`src/rtl/branch_resolve.sv`:
```
// branch_resolve: EX-stage branch/jump resolution for a static
// predict-not-taken pipeline. Decides taken/not-taken, issues a one-cycle
// fetch redirect, holds flush for FLUSH_CYCLES cycles to squash wrong-path
// instructions, flags illegal branch encodings and keeps event counters.
module branch_resolve #(
  parameter int FLUSH_CYCLES = 2  // legal range 1..3
) (
  input  logic        clk,
  input  logic        rst_n,
  input  logic        br_valid,
  input  logic        is_jump,
  input  logic [2:0]  funct3,
  input  logic        br_eq,
  input  logic        br_gt,
  input  logic [31:0] target,
  input  logic        stall,
  output logic        br_sel,
  output logic        redirect,
  output logic [31:0] redirect_pc,
  output logic        flush,
  output logic        illegal_br,
  output logic [31:0] branch_cnt,
  output logic [31:0] taken_cnt
);

  typedef enum logic {
    IDLE  = 1'b0,
    FLUSH = 1'b1
  } state_t;

  // Flush counter reloads with FLUSH_CYCLES-1 and counts down to 0, so the
  // FLUSH state lasts exactly FLUSH_CYCLES cycles.
  localparam logic [1:0] CNT_INIT = 2'(FLUSH_CYCLES - 1);

  state_t     state, state_nxt;
  logic [1:0] cnt, cnt_nxt;

  logic eval;          // branch/jump is resolved this cycle
  logic illegal_type;  // funct3 010/011 on a conditional branch
  logic cond_taken;    // condition outcome for the conditional types
  logic legal_eval;
  logic taken_eval;

  // Comparator mode is a pure decode of the branch type (1 = unsigned).
  assign br_sel = funct3[1];

  // Flush is asserted for the whole time the FSM sits in FLUSH.
  assign flush = (state == FLUSH);

  // Evaluation qualification: only in IDLE, with a valid, non-stalled branch.
  assign eval         = (state == IDLE) && br_valid && !stall;
  assign illegal_type = !is_jump && (funct3[2:1] == 2'b01);
  assign legal_eval   = eval && !illegal_type;
  assign taken_eval   = legal_eval && (is_jump || cond_taken);

  // Decode the branch condition from the comparator flags.
  always_comb begin
    // NOTE: every always_comb output gets a default first so no path can
    // leave it unassigned and infer a latch.
    cond_taken = 1'b0;
    case (funct3)
      3'b000:         cond_taken = br_eq;              // BEQ
      3'b001:         cond_taken = !br_eq;             // BNE
      3'b100, 3'b110: cond_taken = !br_eq && !br_gt;   // BLT / BLTU
      3'b101, 3'b111: cond_taken = br_eq || br_gt;     // BGE / BGEU
      default:        cond_taken = 1'b0;               // 010/011 illegal
    endcase
  end

  // FSM state and flush counter register.
  always_ff @(posedge clk or negedge rst_n) begin
    if (!rst_n) begin
      state <= IDLE;
      cnt   <= 2'd0;
    end else begin
      // NOTE: sequential state uses non-blocking assignments so every
      // register samples pre-edge values regardless of statement order.
      state <= state_nxt;
      cnt   <= cnt_nxt;
    end
  end

  // FSM next-state: a taken evaluation enters FLUSH; FLUSH ignores
  // br_valid and stall and counts down back to IDLE.
  always_comb begin
    state_nxt = state;
    cnt_nxt   = cnt;
    case (state)
      IDLE: begin
        if (taken_eval) begin
          state_nxt = FLUSH;
          cnt_nxt   = CNT_INIT;
        end
      end
      FLUSH: begin
        if (cnt == 2'd0) begin
          state_nxt = IDLE;
        end else begin
          cnt_nxt = cnt - 2'd1;
        end
      end
      default: begin
        state_nxt = IDLE;
        cnt_nxt   = 2'd0;
      end
    endcase
  end

  // Registered one-cycle pulses and the redirect target (held otherwise).
  always_ff @(posedge clk or negedge rst_n) begin
    if (!rst_n) begin
      redirect    <= 1'b0;
      illegal_br  <= 1'b0;
      redirect_pc <= 32'd0;
    end else begin
      redirect   <= taken_eval;
      illegal_br <= eval && illegal_type;
      if (taken_eval) begin
        redirect_pc <= target & ~32'd1;
      end
    end
  end

  // Event counters; both wrap naturally at 2^32.
  always_ff @(posedge clk or negedge rst_n) begin
    if (!rst_n) begin
      branch_cnt <= 32'd0;
      taken_cnt  <= 32'd0;
    end else begin
      if (legal_eval) begin
        branch_cnt <= branch_cnt + 32'd1;
      end
      if (taken_eval) begin
        taken_cnt <= taken_cnt + 32'd1;
      end
    end
  end

endmodule

```
`config.mk`:
```
export PLATFORM = sky130hd
export DESIGN_NAME = branch_resolve
export DESIGN_NICKNAME = d
export VERILOG_FILES = /design/src/rtl/branch_resolve.sv
export SDC_FILE = /design/constraint.sdc
export NUM_CORES = 1
export LEC_CHECK = 0
export CORE_MARGIN = 3
export CORE_UTILIZATION = 45
export DETAILED_ROUTE_END_ITERATION = 8
export GPL_TIMING_DRIVEN = 0
export HOLD_SLACK_MARGIN = 0.03
export PLACE_DENSITY_LB_ADDON = 0.15
export SLEW_MARGIN = 20
export SYNTH_ARGS = -nofsm -noshare
export SYNTH_HDL_FRONTEND = slang
export SYNTH_SLANG_ARGS = --single-unit
```
`constraint.sdc`:
```
create_clock -name clk -period 1.9 [get_ports clk]
set_clock_uncertainty 0.05 [all_clocks]
set_input_delay 0.475 -clock clk [delete_from_list [all_inputs] [get_ports clk]]
set_output_delay 0.475 -clock clk [all_outputs]
set_load 0.005 [all_outputs]
```
* Word level (Yosys, flattened, before mapping)
Cells that the tools add are included.
Cells by class: mux-type cells 7, $add $sub $neg 3, bitwise gates (word level) 1, equality and inequality tests 8, reductions and logical operators 19
Operators with widths (number):
- 32-bit by 1-bit adder with 32-bit output, second input constant | 2
- 3-bit equality test, second input constant | 4
- 1-bit logical AND | 7
- 1-bit zero test | 5
- 2-bit two-way mux | 2
- 2-bit != test, second input constant | 2
- 1-bit one-hot mux with 4 select lines | 1
- 2-bit one-hot mux with 2 select lines | 1
- 2-bit OR reduction | 2
- 3-bit by 1-bit equality test with 1-bit output, second input constant | 1
- 3-bit zero test | 1
- 2-bit by 1-bit equality test with 1-bit output, second input constant | 1
- 2-bit zero test | 1
- 1-bit logical OR | 2
- 1-bit two-way mux | 2
- 1-bit one-hot mux with 2 select lines | 1
- 2-bit AND reduction | 1
- 2-bit by 1-bit subtractor with 2-bit output, second input constant | 1
- 1-bit inverter | 1
Word-level totals: flip-flop bits (word level) 100, logic and storage cells 45, output and inout bits 100, input port bits 42

* Depth between registers and ports, before layout
Gate-level depths: netlist (run 1).
word-level depth 7, gate-level depth with buffers 9, mapped depth without buffers 6

* Least setup slack after synthesis (run 1)
OpenSTA, ideal clock, no wires.
kind in2reg, start point input port is_jump, end point register redirect_pc[10], path slack 0.049 ns, data arrival time 1.684 ns, stages on the path 9, library setup time 0.116 ns, data required time 1.734 ns, buffers on the path 3, path through or3b_4 > and2_1 > buf_6 > nand3_4 > inv_4 > buf_6 > buf_6 > nand2_1 > nand2_1
On the way: word-level cells in the longest chain between the ends 5, elaborated cells on any way between the ends 6, classes of those cells 6 x reduce/logical
RTL lines:
- start: declaration | RTL line 11 | input logic is_jump,
- 1-bit zero test | RTL line 52 | assign illegal_type = !is_jump && (funct3[2:1] == 2'b01);
- 1-bit logical AND | RTL line 52
- 1-bit zero test | RTL line 53 | assign legal_eval = eval && !illegal_type;
- 1-bit logical AND | RTL line 53
- 1-bit logical AND (*) | RTL line 54 | assign taken_eval = legal_eval && (is_jump || cond_taken);
- end signal: assignment | RTL line 119 | redirect_pc <= target & ~32'd1;
- end: declaration | RTL line 19 | output logic [31:0] redirect_pc,
Mark *: on every way between the ends. The rest lies on a longest branch, timed or not. A chain may end at the register's enable or synchronous reset.

* Final worst setup path (run 1)
start point input port funct3[1], end point output port br_sel
RTL lines:
- start: declaration | RTL line 12 | input logic [2:0] funct3,
- end: declaration | RTL line 17 | output logic br_sel,
No word-level cell between the ends.

==> results.py, run 1 <==
metrics = {
    "min_path": {
        "worstHoldStart": "taken_cnt[31]",
        "hold_class": "flip-flop to flip-flop",
        "hold_depth": 1,
        "min_to": "taken_cnt[31]",
    },
    "synthesis": {
        "avgSynthCellArea_sq_um": 10.7,
        "synth_cell_types": 34,
        "synth-edff-count": 0,
        "yosys_warnings": 0,
        "synth_area_leader_cell": "dfrtp_1",
        "synthArstFlopShare": 1.00,
        "ys_ff_latch": 100,
        "synth.most_common_cell": "nand2_1",
        "synthTopCellsByArea": "dfrtp_1 56%, nand2_1 10%, xnor2_1 9.0%",
        "seq_area_frac_synth": 0.561,
        "synth_nets": 461,
        "synth_top_cell_area_share": 0.561,
        "synthCells": 416,
        "syn-cell-area_sq_um": 4460,
        "synth_flop_cell": "dfrtp_1",
        "synth_common_cells": "119 x nand2_1, 100 x dfrtp_1, 46 x xnor2_1, 20 x nand3_1",
    },
    "grt": {
        "gr-total-overflow": 0,
        "grt_pass1_wl_um": 17800,
        "antenna_found_initial": 1,
        "grt_max_degree": 77,
        "grt_pass1_vias": 3566,
        "grt.total_usage": 0.197,
    },
    "clock_network": {
        "cts_tree": "done",
        "clkTransAtPathRegs_ns": 0.09,
        "numCtsBuffers": 9,
        "cts-root-buf": "clkbuf_8",
        "cts.sinks": 100,
        "cts_max_path_buffers": 2,
        "clkLatencyLatePin_ns": 0.36,
        "htree_levels": 3,
    },
    "timing": {
        "rsz0062_at_grt": "true",
        "fin_crit_ns": 1.87,
        "setup_tns_ns": 0,
        "fmax_ghz": 0.534,
        "fin_ws_ns": 0.0272,
        "setup_viol": 0,
        "drv_slew": 0,
        "fin_crit_sh": 0.986,
        "finalHoldViolations": 0,
    },
    "die": {
        "rows": 35,
        "die_h_um": 106,
        "die_w_um": 106,
        "start_util": 0.472,
        "io_pins": 142,
        "core_area_sq_um": 9460,
        "die_area_sq_um": 11200,
    },
    "placed_design": {
        "port_buffers": 139,
        "place_hpwl_um": 7820,
        "dp_worst_setup_slack_ns": -0.725,
        "dpl_cell_area_sq_um": 6050,
        "dp.cells": 685,
        "routabilityCongestion": 0.851,
    },
    "layout": {
        "final_nets": 633,
        "fin_util": 0.699,
        "drive_gt1_frac": 0.177,
        "syn_to_final_growth_pct": 48.2,
        "design_area_sq_um": 6620,
        "instances_no_fill": 723,
    },
    "power_and_ir_drop": {
        "p_leak_uw": 0.00307,
        "peakVddDrop_v": 0.000412,
        "p_per_area_nw_per_um2": 938,
    },
    "worst_setup_path": {
        "reg2reg_from": "flush",
        "crit_path_end_kind": "primary output",
        "cp-start-kind": "input port",
        "worstRegToRegCells": 6,
        "cp.arrival_ns": 1.35,
        "worst_ep_required_time_ns": 1.37,
        "r2r_setup_slack_ns": 0.07,
        "crit_type": "input port to primary output",
        "r2r_end": "taken_cnt[19]",
        "crit_fanout": 4,
    },
    "detailed_routing": {
        "drtAntennaViolNets": 0,
        "drt_first_iter_violations": 155,
        "viasPerCell": 4.96,
        "routed_wl_um": 11000,
        "wl_per_cell_um": 15.2,
        "route.vias.total": 3584,
        "drc": 0,
        "dr.pass1.iters": 4,
    },
    "run_status": {
        "status": "completed",
    },
    "flow_run": {
        "max_cap_viol_count": 0,
    },
}
cell families after synthesis:
group                      after synthesis  synth area share
xor gates and xnor gates                62             0.122
buffers and inverters                   23            0.0392
DFF                                    100             0.561
and+or+nand+nor                        222             0.260
AOI/OAI and AO/OA                        3           0.00448
muxes                                    2           0.00504
other                                    1          0.000840
adders and majority gates                3           0.00841
worst max-delay path, cell delays in order:
cell	delay, ns
clkdlybuf4s15_1	0.25
buf_4	0.13
clkdlybuf4s50_1	0.49
state kept, by name (all words and copies together), names as in the netlist:
register     flops
branch_cnt      32
redirect_pc     31
redirect         1
illegal_br       1
cnt              2
taken_cnt       32
flush            1
worst max path at each step:
| stage | endpoint | slack (ns) | from |
|---|---|---|---|
| 4_1_cts | taken_cnt[4] | 0.002 | taken_cnt[4] |
| 3_5_place_dp | redirect_pc[22] | -0.72 | funct3[1] |
| 2_1_floorplan | redirect_pc[10] | 0.05 | is_jump |
| 5_1_grt | taken_cnt[28] | -0.03 | taken_cnt[3] |
| 3_3_place_gp | taken_cnt[26] | -3.49 | rst_n |
| 6_report | br_sel | 0.03 | funct3[1] |
cells in the final DEF (no fill, tap or decap), types with 3 or more instances in the layout:
cell,n
clkdlybuf4s50_1,129
nand2_1,118
dfrtp_1,83
xnor2_1,46
buf_4,24
nand3_1,19
dfrtp_2,17
nand4_1,16
xor2_1,16
and3_1,11
clkbuf_8,11
buf_6,8
and4_1,8
inv_1,7
nor2_1,7
nand4_2,6
nor3_1,5
dlygate4sd2_1,5
and2_1,4
nor3_4,3
nor3_2,3
nor4_4,3
ha_1,3
metal layers:
metal  share of wire  GRT usage
met1            0.44      0.256
met2            0.50      0.332
met3           0.050     0.0404
met4           0.014     0.0620
met5               0          0
report_power, final:
part | leakage [uW] | total, uW | switching [uW] | internal [uW]
Combinational | 0.00169 | 1880 | 718 | 1160
Clock | 0.000106 | 1420 | 733 | 684
Sequential | 0.00128 | 2910 | 330 | 2580
through the flow:
step	power, uW	hold slack (ns)
2_1_floorplan	3520	0.129
3_3_place_gp	4660	0.408
3_5_place_dp	4730	0.303
4_1_cts	6230	0.436
5_1_grt	6590	0.453
6_report	6200	0.430
final cells by class:
| type | count | area (sq um) |
|---|---|---|
| Antenna cell | 1 | 2.50 |
| Tap cell | 129 | 161 |
| Sequential cell | 100 | 2520 |
| Clock inverter | 5 | 60.1 |
| Timing Repair Buffer | 165 | 1660 |
| Multi-Input combinational cell | 293 | 1890 |
| Fill cell | 726 | 2840 |
| Buffer | 11 | 125 |
| Clock buffer | 11 | 151 |
| Inverter | 8 | 32.5 |
repair_timing:
item                                    4_1_cts  5_1_grt
buffers inserted                              6       16
hold endpoints to repair                     24        0
gates cloned                                  2        0
hold buffers                                  1        0
gates resized for setup                      27       27
pin swaps                                     4        7
endpoints found under the setup margin       86       84
Power figures use the tool's default switching activity.
==> inputs of run 2 (changes only) <==
- CAP_MARGIN: not set -> 5
- CORE_MARGIN: 3 -> not set
- CORE_UTILIZATION: 45 -> 46
==> run 2 against run 1 <==
  * Via count is 1.5% higher
  * Worst setup slack better by 0.015 ns
  * Die area decreased by 9.4%
  * Global-route usage up 2.4 points
  * Critical path type is now flip-flop to primary output
  * Largest cell class unchanged
==> results.py, run 2 (synthesized netlist as in run 1, its figures left out) <==
metrics = {
    "clock_network": {
        "htree_levels": 3,
        "cts-root-buf": "clkbuf_8",
        "clkLatencyLatePin_ns": 0.36,
        "cts_max_path_buffers": 2,
        "cts_tree": "done",
        "numCtsBuffers": 9,
        "clkTransAtPathRegs_ns": 0.10,
        "cts.sinks": 100,
    },
    "timing": {
        "rsz0062_at_grt": "true",
        "fin_crit_sh": 0.978,
        "setup_viol": 0,
        "fmax_ghz": 0.538,
        "drv_slew": 0,
        "whs_ns": 0.421,
        "finalHoldViolations": 0,
        "fin_crit_ns": 1.86,
        "fin_ws_ns": 0.0427,
        "setup_tns_ns": 0,
    },
    "die": {
        "io_pins": 142,
        "die_area_sq_um": 10100,
        "rows": 35,
        "die_h_um": 101,
        "die_w_um": 101,
        "core_area_sq_um": 9330,
        "start_util": 0.479,
    },
    "power_and_ir_drop": {
        "p_per_area_nw_per_um2": 960,
        "p_leak_uw": 0.00303,
        "peakVddDrop_v": 0.000424,
    },
    "grt": {
        "gr-usage-met2": 0.380,
        "antenna_found_initial": 0,
        "grt_use_met3": 0.0264,
        "use_met1": 0.296,
        "grt.total_usage": 0.221,
        "grt_busiest_layer": "met2",
        "grt_pass1_vias": 3521,
        "gr-total-overflow": 0,
        "grt_pass1_wl_um": 17400,
        "grt_max_degree": 56,
    },
    "layout": {
        "multiInputGateArea_sq_um": 1880,
        "syn_to_final_growth_pct": 48.5,
        "n_fill_cell": 715,
        "instances_no_fill": 727,
        "drive_gt1_frac": 0.186,
        "top_regs": "branch_cnt: 32 flops, taken_cnt: 32 flops, redirect_pc: 31 flops",
        "diodes": 0,
        "final_nets": 638,
        "final_common_cell": "clkdlybuf4s50_1",
        "layout_common_cells": "129 x clkdlybuf4s50_1, 119 x nand2_1, 84 x dfrtp_1",
        "ff_latch_area_sq_um": 2520,
    },
    "worst_setup_path": {
        "crit_path_end_kind": "primary output",
        "slowest_delay_ns": 0.53,
        "path_delay_family": "buffers and inverters",
        "crit_fanout": 4,
        "worst_ep_required_time_ns": 1.37,
        "cp.arrival_ns": 1.33,
        "crit_type": "flip-flop to primary output",
        "crit_buf_inv": 1,
        "path_cells": "clkdlybuf4s50_1",
        "slowest_stage": "clkdlybuf4s50_1",
        "cp-start-kind": "flip-flop",
    },
    "placed_design": {
        "dp.cells": 685,
        "port_buffers": 139,
        "routabilityCongestion": 0.869,
        "place_hpwl_um": 7590,
        "dp_worst_setup_slack_ns": -0.669,
    },
    "detailed_routing": {
        "viasPerCell": 5.01,
        "route.vias.total": 3639,
        "wl_per_cell_um": 14.9,
        "drt_first_iter_violations": 120,
        "dr.pass1.iters": 4,
        "routed_wl_um": 10800,
        "drtAntennaViolNets": 0,
        "drc": 0,
    },
    "min_path": {
        "hold_class": "flip-flop to flip-flop",
    },
    "flow_run": {
        "max_cap_viol_count": 0,
    },
    "run_status": {
        "status": "completed",
    },
}
[run 2: cell types whose count changed in the layout (fill, tap and decap cells not counted), moves of 3 or more]
cell and delta:
buf_4 +5, inv_6 +3, nor4_2 +3, nor4_4 -3
[run 2: through the flow]
step | utilization | instance area, sq um | power (uW)
floorplan | - | 4460 | 3520
global placement | 0.645 | 6020 | 4640
detailed placement | 0.648 | 6050 | 4710
CTS | 0.694 | 6470 | 6360
global route | 0.711 | 6630 | 6710
finish | 0.711 | 6630 | 6360
[run 2: worst paths after layout]
check                              start        endpoint  slack [ns]  depth (start not counted)
setup reg to reg           branch_cnt[6]  branch_cnt[31]        0.09                          6
setup / recovery           taken_cnt[13]   taken_cnt[13]        0.04                          1
hold / removal             taken_cnt[31]   taken_cnt[31]        0.42                          1
max in group asynchronous          rst_n  branch_cnt[18]        0.61                          3
hold reg to reg            taken_cnt[31]   taken_cnt[31]        0.42                          1
min in group asynchronous          rst_n  branch_cnt[12]        0.57                          2
[run 2: report_power, final]
group	total [uW]	switching, uW	internal, uW
logic	1930	730	1200
registers	2890	313	2570
clock network	1540	775	766
[run 2: layer usage]
layer	wire [um]	vias to the layer above	part of all wire
met1	4760	1803	0.44
li1	-	1730	-
met3	392	12	0.036
met5	0	-	0
met2	5540	94	0.51
met4	133	0	0.012
[run 2: what timing repair did]
action                                  in CTS  in global routing
gates resized for setup                     34                 26
pin swaps                                    6                  9
hold buffers                                 1                  0
hold endpoints to repair                    45                  0
endpoints found under the setup margin      83                 69
gates cloned                                 1                  0
setup buffers                               12                 16
[run 2: final cells by class]
cell class,count,area share
repair buffers,169,0.251
clock buffers,9,0.0187
clock inverters,7,0.0159
inverters,8,0.00491
plain buffers,12,0.0211
multi-input cells,293,0.283
flip-flops and latches,100,0.380
well taps,129,0.0243
==> inputs of run 3 (changes only) <==
- CORE_MARGIN: not set -> 1.5
==> run 3 against run 2 <==
  * The run now ends with negative setup slack left
  * Via count is 0.58% lower
  * Hold slack improved by 0.0037 ns
  * Die area up 2.0%
  * Register-to-register slack worse by 0.10 ns
  * Combinational power fell by 2%
  * Critical path depth increased by 6
  * Power shrank 4.6%
  * Fmax is 2.8% lower
  * Sequential power about the same
  * Worst setup slack worse by 0.053 ns
  * Flip-flop and latch count did not move
  * Sequential share of layout area up 0.63 points
  * Largest cell class unchanged
  * Largest power group unchanged
==> results.py, run 3 (synthesized netlist as in run 1, its figures left out) <==
metrics = {
    "run_status": {
        "status": "complete, but fails checks",
        "violations": "negative setup slack",
    },
    "die": {
        "die_area_sq_um": 10300,
        "start_util": 0.479,
        "die_w_um": 102,
        "rows": 35,
        "core_area_sq_um": 9330,
        "die_h_um": 102,
        "io_pins": 142,
    },
    "timing": {
        "fin_crit_ns": 1.91,
        "setup_viol": 1,
        "rsz0062_at_grt": "true",
        "fmax_ghz": 0.524,
        "finalHoldViolations": 0,
        "fin_crit_sh": 1.01,
        "fin_ws_ns": -0.0102,
        "drv_slew": 0,
    },
    "min_path": {
        "hold_class": "flip-flop to flip-flop",
        "hold_depth": 1,
        "min_to": "branch_cnt[31]",
        "worstHoldStart": "branch_cnt[31]",
    },
    "power_and_ir_drop": {
        "p_per_area_nw_per_um2": 930,
        "peakVddDrop_v": 0.000459,
        "p_leak_uw": 0.00302,
        "total_power_uw": 6070,
    },
    "worst_setup_path": {
        "r2r_end": "taken_cnt[23]",
        "worstRegToRegCells": 7,
        "worst_ep_required_time_ns": 2.12,
        "crit_path_end_kind": "flip-flop",
        "crit_fanout": 6,
        "r2r_setup_slack_ns": -0.01,
        "cp-start-kind": "flip-flop",
        "reg2reg_from": "flush",
        "cp.arrival_ns": 2.13,
        "crit_type": "flip-flop to flip-flop",
    },
    "detailed_routing": {
        "route.vias.total": 3618,
        "routed_wl_um": 11000,
        "wl_per_cell_um": 15.3,
        "drc": 0,
        "viasPerCell": 5.04,
        "drt_first_iter_violations": 62,
        "dr.pass1.iters": 4,
        "drtAntennaViolNets": 0,
    },
    "clock_network": {
        "cts.sinks": 100,
        "htree_levels": 3,
        "cts_max_path_buffers": 2,
        "cts_tree": "done",
        "clkLatencyLatePin_ns": 0.35,
        "clkTransAtPathRegs_ns": 0.10,
        "cts-root-buf": "clkbuf_8",
        "numCtsBuffers": 9,
    },
    "grt": {
        "grt_pass1_wl_um": 17300,
        "grt_max_degree": 55,
        "grt.total_usage": 0.213,
        "antenna_found_initial": 0,
        "gr-total-overflow": 0,
        "grt_pass1_vias": 3646,
    },
    "placed_design": {
        "place_hpwl_um": 7660,
        "port_buffers": 139,
        "dp.cells": 685,
        "routabilityCongestion": 0.825,
        "dp_worst_setup_slack_ns": -0.689,
    },
    "layout": {
        "layout_common_cells": "129 x clkdlybuf4s50_1, 118 x nand2_1, 84 x dfrtp_1",
        "final_common_cell": "clkdlybuf4s50_1",
        "fin_util": 0.699,
        "final_nets": 627,
        "top_regs": "branch_cnt: 32 flops, taken_cnt: 32 flops, redirect_pc: 31 flops",
        "instances_no_fill": 718,
        "syn_to_final_growth_pct": 46.1,
        "multiInputGateArea_sq_um": 1890,
        "drive_gt1_frac": 0.164,
        "n_fill_cell": 759,
        "ff_latch_area_sq_um": 2520,
    },
    "flow_run": {
        "max_cap_viol_count": 0,
    },
}
-- run 3: cell count changes in the layout (fill, tap and decap cells not counted), sizes merged, moves of 2 or more --
cell and delta:
buf -12, bufinv -2, clkbuf +2, diode +2, dlygate4sd2 +2, dlymetal6s2s +2
inv -3
-- run 3: worst max-delay path by stage --
stage / start / to / slack [ns] / cells past startpoint
floorplan: is_jump / redirect_pc[10] / 0.05 / 9
global placement: rst_n / taken_cnt[27] / -3.40 / 1
detailed placement: funct3[1] / redirect_pc[22] / -0.69 / 10
CTS: br_gt / redirect_pc[15] / -0.002 / 9
global route: flush / taken_cnt[23] / -0.07 / 7
finish: flush / taken_cnt[23] / -0.01 / 7
-- run 3: area by class of cell --
cell class / instances / share of cell area
inverter: 8 / 0.00537
sequential: 100 / 0.387
timing repair buffer: 157 / 0.240
tap: 129 / 0.0247
buffer: 13 / 0.0234
clock inverter: 4 / 0.00499
antenna: 2 / 0.000767
multi-input combinational: 293 / 0.290
clock buffer: 12 / 0.0238
-- run 3: repair_timing --
item                                   4_1_cts  5_1_grt
setup endpoints to repair                   84       74
hold buffers                                 1        0
gates cloned                                 0        1
buffers inserted                             6        9
pin swaps                                    4        9
endpoints found under the hold margin       46        0
gates resized for setup                     20       31
-- run 3: worst max-delay path, cell delays in order, from the launching register on --
cell	delay (ns)
dfrtp_2	0.45
nor3b_4	0.26
and2_4	0.18
buf_6	0.12
nand3_4	0.14
buf_6	0.19
nor4_4	0.26
xor2_1	0.18
-- run 3: metrics by stage --
stage	TNS (ns)	hold WS [ns]	area (sq um)
final	-0.0102	0.425	6520
after CTS	-0.00258	0.428	6330
after floorplan	0	0.129	4460
after detailed placement	-48.71	0.388	6050
after global routing	-0.289	0.448	6520
after global placement	-385.00	0.408	6020
-- run 3: layer usage --
layer  up-vias  part of all wire  wire [um]  track usage
met3        17             0.043        472       0.0290
met4         0             0.020        219       0.0908
met2       103              0.51       5570        0.354
li1       1713                 -          -            -
met1      1785              0.43       4720        0.282
met5         -                 0          0            0
-- run 3: report_power, final --
group	switching, uW	internal [uW]
Clock	736	557
Sequential	314	2570
Combinational	729	1160
Total	1780	4290
